<file path="src/rtl/ex_id_bypass_unit_pkg.sv">
// Shared widths and the pipeline slot record used by the EX/MEM and MEM/WB tracking registers.
package ex_id_bypass_unit_pkg;

  localparam int unsigned DEF_DATA_W = 32;
  localparam int unsigned DEF_REG_AW = 4;
  localparam int unsigned DEF_CNT_W  = 16;

  localparam logic [DEF_REG_AW-1:0] REG_ZERO = '0;

  typedef struct packed {
    logic [DEF_REG_AW-1:0] rd;
    logic                  reg_wr;
    logic                  is_ld;
    logic [DEF_DATA_W-1:0] data;
  } slot_t;

endpackage

</file>
<file path="src/rtl/ex_id_bypass_unit_bypass_select.sv">
// Priority forwarding mux for one ID operand: EX, then MEM, then WB, then the register file.
module ex_id_bypass_unit_bypass_select
  import ex_id_bypass_unit_pkg::*;
#(
  parameter int unsigned DATA_W = DEF_DATA_W,
  parameter int unsigned REG_AW = DEF_REG_AW
) (
  input  logic [REG_AW-1:0] rs,
  input  logic [DATA_W-1:0] id_data,
  input  logic [REG_AW-1:0] ex_rd,
  input  logic              ex_reg_wr,
  input  logic              ex_sel_ld,
  input  logic [DATA_W-1:0] ex_result,
  input  logic [REG_AW-1:0] mem_rd,
  input  logic              mem_reg_wr,
  input  logic              mem_is_ld,
  input  logic [DATA_W-1:0] mem_data,
  input  logic [DATA_W-1:0] mem_load_data,
  input  logic [REG_AW-1:0] wb_rd,
  input  logic              wb_reg_wr,
  input  logic [DATA_W-1:0] wb_data,
  output logic [DATA_W-1:0] fwd_c
);

  logic rs_nonzero;

  assign rs_nonzero = (rs != REG_AW'(REG_ZERO));

  // A load in EX has no data yet; the hazard logic covers that case.
  always_comb begin
    fwd_c = id_data;
    if (rs_nonzero) begin
      if (ex_reg_wr && !ex_sel_ld && (ex_rd == rs)) begin
        fwd_c = ex_result;
      end else if (mem_reg_wr && (mem_rd == rs)) begin
        fwd_c = mem_is_ld ? mem_load_data : mem_data;
      end else if (wb_reg_wr && (wb_rd == rs)) begin
        fwd_c = wb_data;
      end
    end
  end

endmodule

</file>
<file path="src/rtl/ex_id_bypass_unit.sv">
// EX/MEM/WB to ID bypass: tracks in-flight destinations, forwards operands, detects load-use stalls.
module ex_id_bypass_unit
  import ex_id_bypass_unit_pkg::*;
#(
  parameter int unsigned DATA_W = DEF_DATA_W,
  parameter int unsigned REG_AW = DEF_REG_AW,
  parameter int unsigned CNT_W  = DEF_CNT_W
) (
  input  logic              clk,
  input  logic              rst,
  input  logic              id_valid,
  input  logic              id_use_a,
  input  logic              id_use_b,
  input  logic [REG_AW-1:0] id_rs_a,
  input  logic [REG_AW-1:0] id_rs_b,
  input  logic [DATA_W-1:0] id_a,
  input  logic [DATA_W-1:0] id_b,
  input  logic [REG_AW-1:0] ex_rd,
  input  logic              ex_reg_wr,
  input  logic              ex_sel_ld,
  input  logic [DATA_W-1:0] ex_result,
  input  logic [DATA_W-1:0] mem_load_data,
  output logic [DATA_W-1:0] fwd_a,
  output logic [DATA_W-1:0] fwd_b,
  output logic              stall,
  output logic              bubble,
  output logic [CNT_W-1:0]  stall_count
);

  slot_t mem_q;
  slot_t wb_q;
  logic  ex_wr_live;
  logic  hazard_c;
  logic  unused_wb_is_ld;

  assign unused_wb_is_ld = wb_q.is_ld;

  // EX inputs are not yet reset-qualified, so mask them while rst is held.
  assign ex_wr_live = ex_reg_wr && !rst;

  assign hazard_c = id_valid && ex_wr_live && ex_sel_ld
                 && (ex_rd != REG_AW'(REG_ZERO))
                 && ((id_use_a && (ex_rd == id_rs_a)) || (id_use_b && (ex_rd == id_rs_b)));

  assign stall  = hazard_c;
  assign bubble = hazard_c;

  // MEM/WB tracking; WB captures the real load data as the load leaves MEM.
  always_ff @(posedge clk or posedge rst) begin
    if (rst) begin
      mem_q <= '0;
      wb_q  <= '0;
    end else begin
      mem_q.rd     <= ex_rd;
      mem_q.reg_wr <= ex_reg_wr;
      mem_q.is_ld  <= ex_sel_ld;
      mem_q.data   <= ex_result;
      wb_q.rd      <= mem_q.rd;
      wb_q.reg_wr  <= mem_q.reg_wr;
      wb_q.is_ld   <= mem_q.is_ld;
      wb_q.data    <= mem_q.is_ld ? mem_load_data : mem_q.data;
    end
  end

  // Saturating load-use stall event counter.
  always_ff @(posedge clk or posedge rst) begin
    if (rst) begin
      stall_count <= '0;
    end else if (hazard_c && (stall_count != {CNT_W{1'b1}})) begin
      stall_count <= stall_count + CNT_W'(1);
    end
  end

  ex_id_bypass_unit_bypass_select #(
    .DATA_W(DATA_W),
    .REG_AW(REG_AW)
  ) u_sel_a (
    .rs            (id_rs_a),
    .id_data       (id_a),
    .ex_rd         (ex_rd),
    .ex_reg_wr     (ex_wr_live),
    .ex_sel_ld     (ex_sel_ld),
    .ex_result     (ex_result),
    .mem_rd        (mem_q.rd),
    .mem_reg_wr    (mem_q.reg_wr),
    .mem_is_ld     (mem_q.is_ld),
    .mem_data      (mem_q.data),
    .mem_load_data (mem_load_data),
    .wb_rd         (wb_q.rd),
    .wb_reg_wr     (wb_q.reg_wr),
    .wb_data       (wb_q.data),
    .fwd_c         (fwd_a)
  );

  ex_id_bypass_unit_bypass_select #(
    .DATA_W(DATA_W),
    .REG_AW(REG_AW)
  ) u_sel_b (
    .rs            (id_rs_b),
    .id_data       (id_b),
    .ex_rd         (ex_rd),
    .ex_reg_wr     (ex_wr_live),
    .ex_sel_ld     (ex_sel_ld),
    .ex_result     (ex_result),
    .mem_rd        (mem_q.rd),
    .mem_reg_wr    (mem_q.reg_wr),
    .mem_is_ld     (mem_q.is_ld),
    .mem_data      (mem_q.data),
    .mem_load_data (mem_load_data),
    .wb_rd         (wb_q.rd),
    .wb_reg_wr     (wb_q.reg_wr),
    .wb_data       (wb_q.data),
    .fwd_c         (fwd_b)
  );

endmodule

</file>
<file path="config.mk">
export PLATFORM = sky130hd
export DESIGN_NAME = ex_id_bypass_unit
export DESIGN_NICKNAME = d
export VERILOG_FILES = /design/src/rtl/ex_id_bypass_unit_pkg.sv /design/src/rtl/ex_id_bypass_unit_bypass_select.sv /design/src/rtl/ex_id_bypass_unit.sv
export SDC_FILE = /design/constraint.sdc
export NUM_CORES = 1
export LEC_CHECK = 0
export ABC_AREA = 1
export BUFFER_PORTS_ARGS = -buffer_cell sky130_fd_sc_hd__buf_4
export CAP_MARGIN = 15
export CORE_AREA = 2 2 134 136
export CTS_CLUSTER_SIZE = 20
export DETAILED_ROUTE_END_ITERATION = 16
export DIE_AREA = 0 0 136 138
export GPL_ROUTABILITY_DRIVEN = 1
export PLACE_DENSITY = 0.77
export SETUP_SLACK_MARGIN = 0.15
export SLEW_MARGIN = 20
export SYNTH_ARGS = -nofsm -noshare
export SYNTH_HDL_FRONTEND = slang
export SYNTH_SLANG_ARGS = --single-unit
</file>
<file path="constraint.sdc">
create_clock -name clk -period 4.78 [get_ports clk]
set_input_delay 1.434 -clock clk [delete_from_list [all_inputs] [get_ports clk]]
set_output_delay 1.434 -clock clk [all_outputs]
set_load 0.005 [all_outputs]
</file>
Yosys cells after proc, flatten, opt, wreduce, memory -nomap -nowiden
Index checks and enable logic that the tools add are counted.

$add $sub $neg: 1. Multiplexer cells: 9. Reduce and logical (&&, ||, !) cells: 21. Equal/unequal tests: 7.

Operators with widths (count): 2-to-1 mux 32 bit (9); equality test 4 bit (6); adder 16 x 1 -> 16 bit, second input constant (1); != test 16 bit, second input constant (1); logical AND 1 bit (15); nonzero test 4 bit (3); logical NOT 1 bit (2); logical OR 1 bit (1).

Register bits: 91. Output and inout port bits: 82. Bits of input ports: 147. Logic and storage cells: 46.

Longest topological paths before layout
Gate-level depths: netlist of the first run.

Depth in word-level cells: 7. Gate-level depth with buffers: 12.

Modules after synthesis
A second synthesis of the first run with hierarchy kept.

Cells, all modules: 1371. Area total of the unflattened synthesis: 8505.7 um^2.

By module, submodules not included: ex_id_bypass_unit_bypass_select (area each 2482.4 um^2, cells each 534, instances 2); ex_id_bypass_unit (area each 3540.9 um^2, cells each 303, instances 1).

Worst setup path after synthesis of the first run
Ideal clock, no wire load.

Kind: input port to output port. Start: input id_rs_a[0]. End: output fwd_a[10]. Slack: 0.858 ns. Required time: 3.346 ns. Data arrival time: 2.488 ns. Stages on the path: 6. Path through: buf_2 -> nor4_4 -> clkbuf_1 -> a21oi_1 -> nand2_1 -> nand2_1.

Cells in the longest elaborated chain, start to end: 6. Elaborated cells between the ends (all ways): 11. Those cells by class: 3 x eq/ne; 4 x mux; 4 x reduce/logical.

RTL lines: start: declaration (line ex_id_bypass_unit.sv:14) `input logic [REG_AW-1:0] id_rs_a,`; equality test 4 bit (line ex_id_bypass_unit_bypass_select.sv:37) `end else if (wb_reg_wr && (wb_rd == rs)) begin`; logical AND 1 bit (line ex_id_bypass_unit_bypass_select.sv:37); 2-to-1 mux 32 bit (line ex_id_bypass_unit_bypass_select.sv:37); 2-to-1 mux 32 bit (line ex_id_bypass_unit_bypass_select.sv:35) `end else if (mem_reg_wr && (mem_rd == rs)) begin`; 2-to-1 mux 32 bit (line ex_id_bypass_unit_bypass_select.sv:33) `if (ex_reg_wr && !ex_sel_ld && (ex_rd == rs)) begin`; 2-to-1 mux 32 bit (*) (line ex_id_bypass_unit_bypass_select.sv:32) `if (rs_nonzero) begin`; end: declaration (line ex_id_bypass_unit.sv:23) `output logic [DATA_W-1:0] fwd_a,`.

Mark *: on every way between the ends. The rest lies on a longest branch, timed or not.

Worst setup path after layout of the first run
Start: input id_rs_a[3]. End: output fwd_a[4].

Same word-level chain as after synthesis.

==> key figures, run 1 <==
Routing
  • Iter 0 DRT Violations: between 700 and 800
  • Vias post-DR: 8734
  • First-pass DRT Iterations: 7
  • DRC Markers: 0
  • Antenna viol nets, final: 0
  • WL per Instance: 14.41 um
  • Final wirelength: 24660 um
  • DR vias/cell: 5.105

Floorplan
  • Row Count: between 40 and 50
  • Chip Height: 138 um
  • Die width: 136 um
  • Initial Util: between 40% and 50%
  • CORE AREA: 0.01753 mm^2
  • I/O pin total: ~230
  • Die area: 0.01877 mm^2

Yosys
  • Avg Cell Area, Syn: around 5.9 um^2
  • Sequential share of the synthesized area: 29.80%
  • Area fraction of the dominant cell type after synthesis: 29.80%
  • Post-synth top cells: nand2_1, inv_1, nor2_1
  • Top FF cell, synth: dfrtp_1
  • Synth area leader: dfrtp_1
  • Count leader, synth: nand2_1
  • Syn_nets: 1435
  • Synth Cell Area: 0.007642 mm^2
  • Synthesis-stage register bit count: 91
  • Synth area leaders: dfrtp_1, nand2_1, inv_1
  • Cell count after synthesis: 1287
  • Post-synth EDFFs: 0
  • Ys async rst share: 100.0%
  • Library cells used by synthesis: 29
  • YS warnings: 0

Clocking
  • Root Buffer: clkbuf_16
  • CTS tree: done
  • Sink Count: 91
  • Clock transition at path regs: around 0.07 ns
  • CTS H-tree depth: 3
  • CTS Hold Bufs: 0
  • Bufs on Longest Clock Path: 2
  • Post-CTS Repair Setup Buffers: 0
  • Resize count post-CTS: 0
  • Inserted Clock Buffers: 9
  • Clk_lat worst skew: 0.35 ns

Finish
  • Finished Layout Cells: 1711
  • Ant. Diodes: 0
  • Final Net Count: 1625
  • Share of cells above drive strength 1: between 20 and 25%
  • Layout area overhead: 27.72%

Pwr
  • Power Dens Cells: about 230 mW/mm^2
  • Lkg Pwr: roughly 5.8 nW
  • Peak VDD IR: 0.1570 mV

Global routing
  • Largest net degree at the start of global routing: 67
  • Gr ovfl total: 0
  • First-pass GRT wire length: between 40000 and 50000 um
  • Vias in the first global route: 8327
  • Total track usage: 26.32%
  • Initial antenna violation count: 0

Critical path
  • Worst Path Required: 3.35 ns
  • CP arrival: slightly below 3 ns
  • Critical Path Fanout Max: 20
  • Worst setup EP type: primary output
  • Setup CP Type: in -> out
  • Worst setup SP type: input port

STA
  • RSZ-0062 raised after global routing: no
  • Fin Setup TNS: 0 ns
  • Final count of negative-setup-slack endpoints: 0
  • Final WS setup: 0.4445 ns
  • Final hold violations: 0
  • Minimum clock period: 4.335 ns
  • Slew margin rel.: 33.90%
  • F_max: roughly 230 MHz
  • Period utilization: a little over 90%
  • Fin. max-slew vios: 0
  • Worst-Margin Slew: 0.9914 ns
  • Clk_skew: between 0.008 and 0.009 ns

Flow run
  • Max-Cap Viols: 0

Placement
  • Placer Congestion: around 0.84
  • Dpl hpwl: roughly 17000 um
  • Pre-CTS setup slack: 0.4541 ns
  • Placed cell count: 1695
  • Input/output buffers: between 200 and 250

Min path
  • Hold Path Class: reg -> reg

Status
  • Status: finished, final reports clean
## stage by stage
| step | hold WS [ns] | cell area [um^2] | total power, mW | util, % |
|---|---|---|---|---|
| 2_1_floorplan | 0.3744 | 7642 | 1.154 | - |
| 3_3_place_gp | 0.4022 | 9444 | 1.444 | 53.86 |
| 5_1_grt | 0.4346 | 9761 | 2.344 | 55.67 |
| 4_1_cts | 0.4249 | 9761 | 2.232 | 55.67 |
| 6_report | 0.4214 | 9761 | 2.218 | 55.67 |
| 3_5_place_dp | 0.4079 | 9444 | 1.454 | 53.86 |
## critical path, cell delays in order
cell and delay, ns:
buf_4 0.13, inv_2 0.05, nand2_1 0.05, nand2_1 0.07
nor2_4 0.31, nand3_2 0.13, buf_4 0.25, nand2_1 0.08
nand3_1 0.07, nand2_1 0.08, nand2_1 0.05, nand2_1 0.08
buf_4 0.11
## metal layers
layer	wire length [um]	GRT usage [%]	up-vias
met5	0	0	-
met1	10270	33.23	4001
met3	1920	4.144	38
li1	-	-	4325
met2	12080	45.54	370
met4	391	8.772	0
## final timing paths
path                                                  from                           to  slack [ns]  cells past startpoint
worst max-delay path                            id_rs_a[3]                     fwd_a[4]        0.44                     13
worst min-delay path                   mem_q[36]$_DFF_PP0_           wb_q[36]$_DFF_PP0_        0.42                      0
worst max register to register  stall_count[0]$_DFFE_PP0P_  stall_count[13]$_DFFE_PP0P_        2.81                      7
worst min register to register         mem_q[36]$_DFF_PP0_           wb_q[36]$_DFF_PP0_        0.42                      0
max in group asynchronous                              rst           wb_q[21]$_DFF_PP0_        2.72                      3
min in group asynchronous                              rst   stall_count[1]$_DFFE_PP0P_        1.30                      2
## flip-flops by register name (all words and copies together) (netlist names)
| register | flops |
|---|---|
| stall_count | 16 |
| mem_q | 38 |
| wb_q | 37 |
## logic make-up (layout without fill, tap and decap cells)
| kind of cell | after synthesis | count (layout) | share of synthesized area [%] |
|---|---|---|---|
| simple gates | 785 | 785 | 44.84 |
| buf+inv | 293 | 488 | 16.60 |
| compound gates | 100 | 100 | 6.647 |
| flops | 91 | 91 | 29.80 |
| xor+xnor | 17 | 17 | 1.948 |
| fa+ha+maj | 1 | 1 | 0.1637 |
## final cells by class
cell class | count | area (um^2)
tap | 229 | 286.5
inverter | 218 | 820.8
clock inverter | 3 | 46.29
multi-input combinational | 903 | 4101
fill | 1799 | 7774
timing repair buffer | 254 | 1957
sequential | 91 | 2278
clock buffer | 13 | 270.3
## layout by cell type (no fill, tap or decap), types with 2 or more instances in the layout
cell / count
a21oi_1: 64
buf_12: 4
buf_4: 250
clkbuf_16: 9
clkbuf_8: 3
dfrtp_1: 90
inv_1: 211
inv_2: 6
nand2_1: 452
nand2_2: 2
nand2_4: 2
nand3_1: 72
nand3_2: 4
nand3b_1: 3
nand4_1: 82
nor2_1: 153
nor2_2: 2
nor2_4: 5
nor2_8: 2
nor4_4: 2
o21ai_0: 35
xnor2_1: 6
xor2_1: 11
## where the power goes
part           internal, mW  switching, mW
clock                 0.451          0.327
sequential            0.810         0.0212
combinational         0.266          0.344
No activity file was read; power rests on OpenSTA's default activity.
==> run 2: changes to the inputs <==
--- a/config.mk
+++ b/config.mk
@@ -6,14 +6,14 @@
 export NUM_CORES = 1
 export LEC_CHECK = 0
 export ABC_AREA = 1
-export BUFFER_PORTS_ARGS = -buffer_cell sky130_fd_sc_hd__buf_4
 export CAP_MARGIN = 15
 export CORE_AREA = 2 2 134 136
 export CTS_CLUSTER_SIZE = 20
 export DETAILED_ROUTE_END_ITERATION = 16
 export DIE_AREA = 0 0 136 138
+export DONT_BUFFER_PORTS = 1
 export GPL_ROUTABILITY_DRIVEN = 1
-export PLACE_DENSITY = 0.77
+export PLACE_DENSITY = 0.66
 export SETUP_SLACK_MARGIN = 0.15
 export SLEW_MARGIN = 20
 export SYNTH_ARGS = -nofsm -noshare
==> run 2 against run 1 <==
Net effect:
- non-clock buffer count down 228
- clock skew up 0.0018 ns
- global-route usage down 2.1 points
- final area down 18%
- power down 9.7%
- largest cell class unchanged
- critical path depth down 4
- sequential cell count unchanged
- die area unchanged
- maximum frequency up 1.4%
- critical path type unchanged
- core utilization down 9.9 points
- first-iteration DRC count down 45%
- clock power about the same
==> key figures, run 2 (synthesis gave the netlist of run 1 again) <==
Floorplan
  • I/O pin total: roughly 230
  • Die width: 136 um
  • Die area: 0.01877 mm^2
  • Row Count: between 40 and 50
  • Initial Util: a little over two fifths
  • CORE AREA: 0.01753 mm^2
  • Chip Height: 138 um

Critical path
  • Worst setup SP type: input port
  • R2r worst-path depth: 7
  • Setup slack, reg-to-reg: 2.85 ns
  • Critical Path Fanout Max: 28
  • CP arrival: 2.84 ns
  • Beginning of the critical path: ex_reg_wr
  • Worst Path Required: 3.35 ns
  • Worst setup EP type: primary output
  • CP endpoint: fwd_a[12]
  • Setup CP Type: in -> out
  • R2r startpoint: stall_count[0]$_DFFE_PP0P_
  • R2r endpoint: stall_count[14]$_DFFE_PP0P_

Routing
  • DRC Markers: 0
  • WL per Instance: 15.45 um
  • Antenna viol nets, final: 0
  • DR vias/cell: 5.216
  • First-pass DRT Iterations: 5
  • Final wirelength: 22910 um
  • Iter 0 DRT Violations: 430
  • Vias post-DR: ~7700

Finish
  • Max reg flops: 38
  • Biggest register: mem_q
  • Biggest regs: mem_q x38, wb_q x37, stall_count x16
  • Most frequent cells in the layout: nand2_1, inv_1, nor2_1
  • Share of cells above drive strength 1: 5.742%
  • Ant. Diodes: 0
  • Final Net Count: 1397
  • Commonest non-fill, non-tap cell in the layout: nand2_1
  • Final instance area: 0.008020 mm^2
  • Layout area overhead: 4.944%
  • Fill cells: 1885

Min path
  • Hold Path Class: reg -> reg

STA
  • Clk_skew: around 0.011 ns
  • Final count of negative-setup-slack endpoints: 0
  • Minimum clock period: 4.278 ns
  • Final hold violations: 0
  • Fin Setup TNS: 0 ns
  • F_max: 233.8 MHz
  • Fin. max-slew vios: 0
  • RSZ-0062 raised after global routing: no
  • Slew margin rel.: 45.77%
  • Hold_ws: 0.4232 ns
  • Worst-Margin Slew: slightly above 0.8 ns
  • Period utilization: 89.49%

Clocking
  • Inserted Clock Buffers: 9
  • Post-CTS Repair Setup Buffers: 0
  • Resize count post-CTS: 0
  • Bufs on Longest Clock Path: 2
  • Root Buffer: clkbuf_16
  • CTS tree: done
  • Clock transition at path regs: 0.08 ns
  • CTS H-tree depth: 3
  • Sink Count: just over 90
  • Clk_lat worst skew: 0.36 ns
  • CTS Hold Bufs: 0

Pwr
  • Power Dens Cells: 249.8 mW/mm^2
  • Peak VDD IR: 0.1527 mV
  • Lkg Pwr: 4.690 nW
  • Total power: between 2 and 2.5 mW

Flow run
  • Max-Cap Viols: 0

Status
  • Status: finished, final reports clean

Global routing
  • Vias in the first global route: 7108
  • Largest net degree at the start of global routing: just over 80
  • Initial antenna violation count: 0
  • Gr ovfl total: 0
  • Total track usage: 24.22%
  • First-pass GRT wire length: 36570 um

Placement
  • Dpl hpwl: about 15000 um
  • Placer Congestion: 0.8316
  • Placed cell areas: 0.007707 mm^2
  • Input/output buffers: 0
-- run 2: cell types whose count changed in the layout (fill, tap and decap cells not counted) --
cell,before,now
buf_4,250,24
clkbuf_8,3,0
buf_12,4,2
inv_6,0,2
inv_8,0,2
clkbuf_1,1,0
clkinvlp_4,1,2
inv_4,1,0
-- run 2: layout make-up --
cell class                      instances  area (um^2)  share of cell area, %
Clock buffer                            9        225.2                  2.808
Multi-Input combinational cell        903         4101                  51.14
Clock inverter                          7        85.08                  1.061
Sequential cell                        91         2278                  28.41
Inverter                              218        823.3                  10.27
Timing Repair Buffer                   26        220.2                  2.746
Tap cell                              229        286.5                  3.573
-- run 2: report_power, final --
group | internal, mW | switching [mW]
Combinational | 0.117 | 0.284
Clock | 0.417 | 0.357
Sequential | 0.810 | 0.0191
Total | 1.34 | 0.660
-- run 2: metrics by stage --
stage                     instances  util [%]  worst slack (ns)
final                          1483     45.74            0.5024
after global routing           1483     45.74            0.3431
after CTS                      1483     45.73            0.5047
after detailed placement       1467     43.96            0.5040
after global placement         1467     43.96            0.5576
after floorplan                1287         -            0.8579
-- run 2: worst min path at each step --
| stage | slack [ns] | cells after the start | from | endpoint |
|---|---|---|---|---|
| after detailed placement | 0.41 | 0 | mem_q[36]$_DFF_PP0_ | wb_q[36]$_DFF_PP0_ |
| after global routing | 0.44 | 0 | mem_q[36]$_DFF_PP0_ | wb_q[36]$_DFF_PP0_ |
| final | 0.42 | 0 | mem_q[36]$_DFF_PP0_ | wb_q[36]$_DFF_PP0_ |
| after CTS | 0.43 | 0 | mem_q[36]$_DFF_PP0_ | wb_q[36]$_DFF_PP0_ |
| after global placement | 0.42 | 0 | mem_q[36]$_DFF_PP0_ | wb_q[36]$_DFF_PP0_ |
| after floorplan | 0.37 | 0 | mem_q[33]$_DFF_PP0_ | wb_q[33]$_DFF_PP0_ |
-- run 2: routing by layer --
layer | global-route usage [%] | vias to the layer above | routed length [um] | share of wire [%]
met5 | 0 | - | 0 | 0
met4 | 5.702 | 0 | 253 | 1.1
met3 | 4.584 | 14 | 1818 | 7.9
met2 | 41.02 | 293 | 10910 | 48
met1 | 31.87 | 3554 | 9923 | 43
li1 | - | 3874 | - | -
-- run 2: critical path, cell delays in order --
cell     delay [ns]
inv_1          0.02
nor2_1         0.12
nand2_1        0.24
nor2_8         0.35
buf_4          0.36
nor2_1         0.09
nand2_1        0.07
nand2_1        0.05
nand2_1        0.07
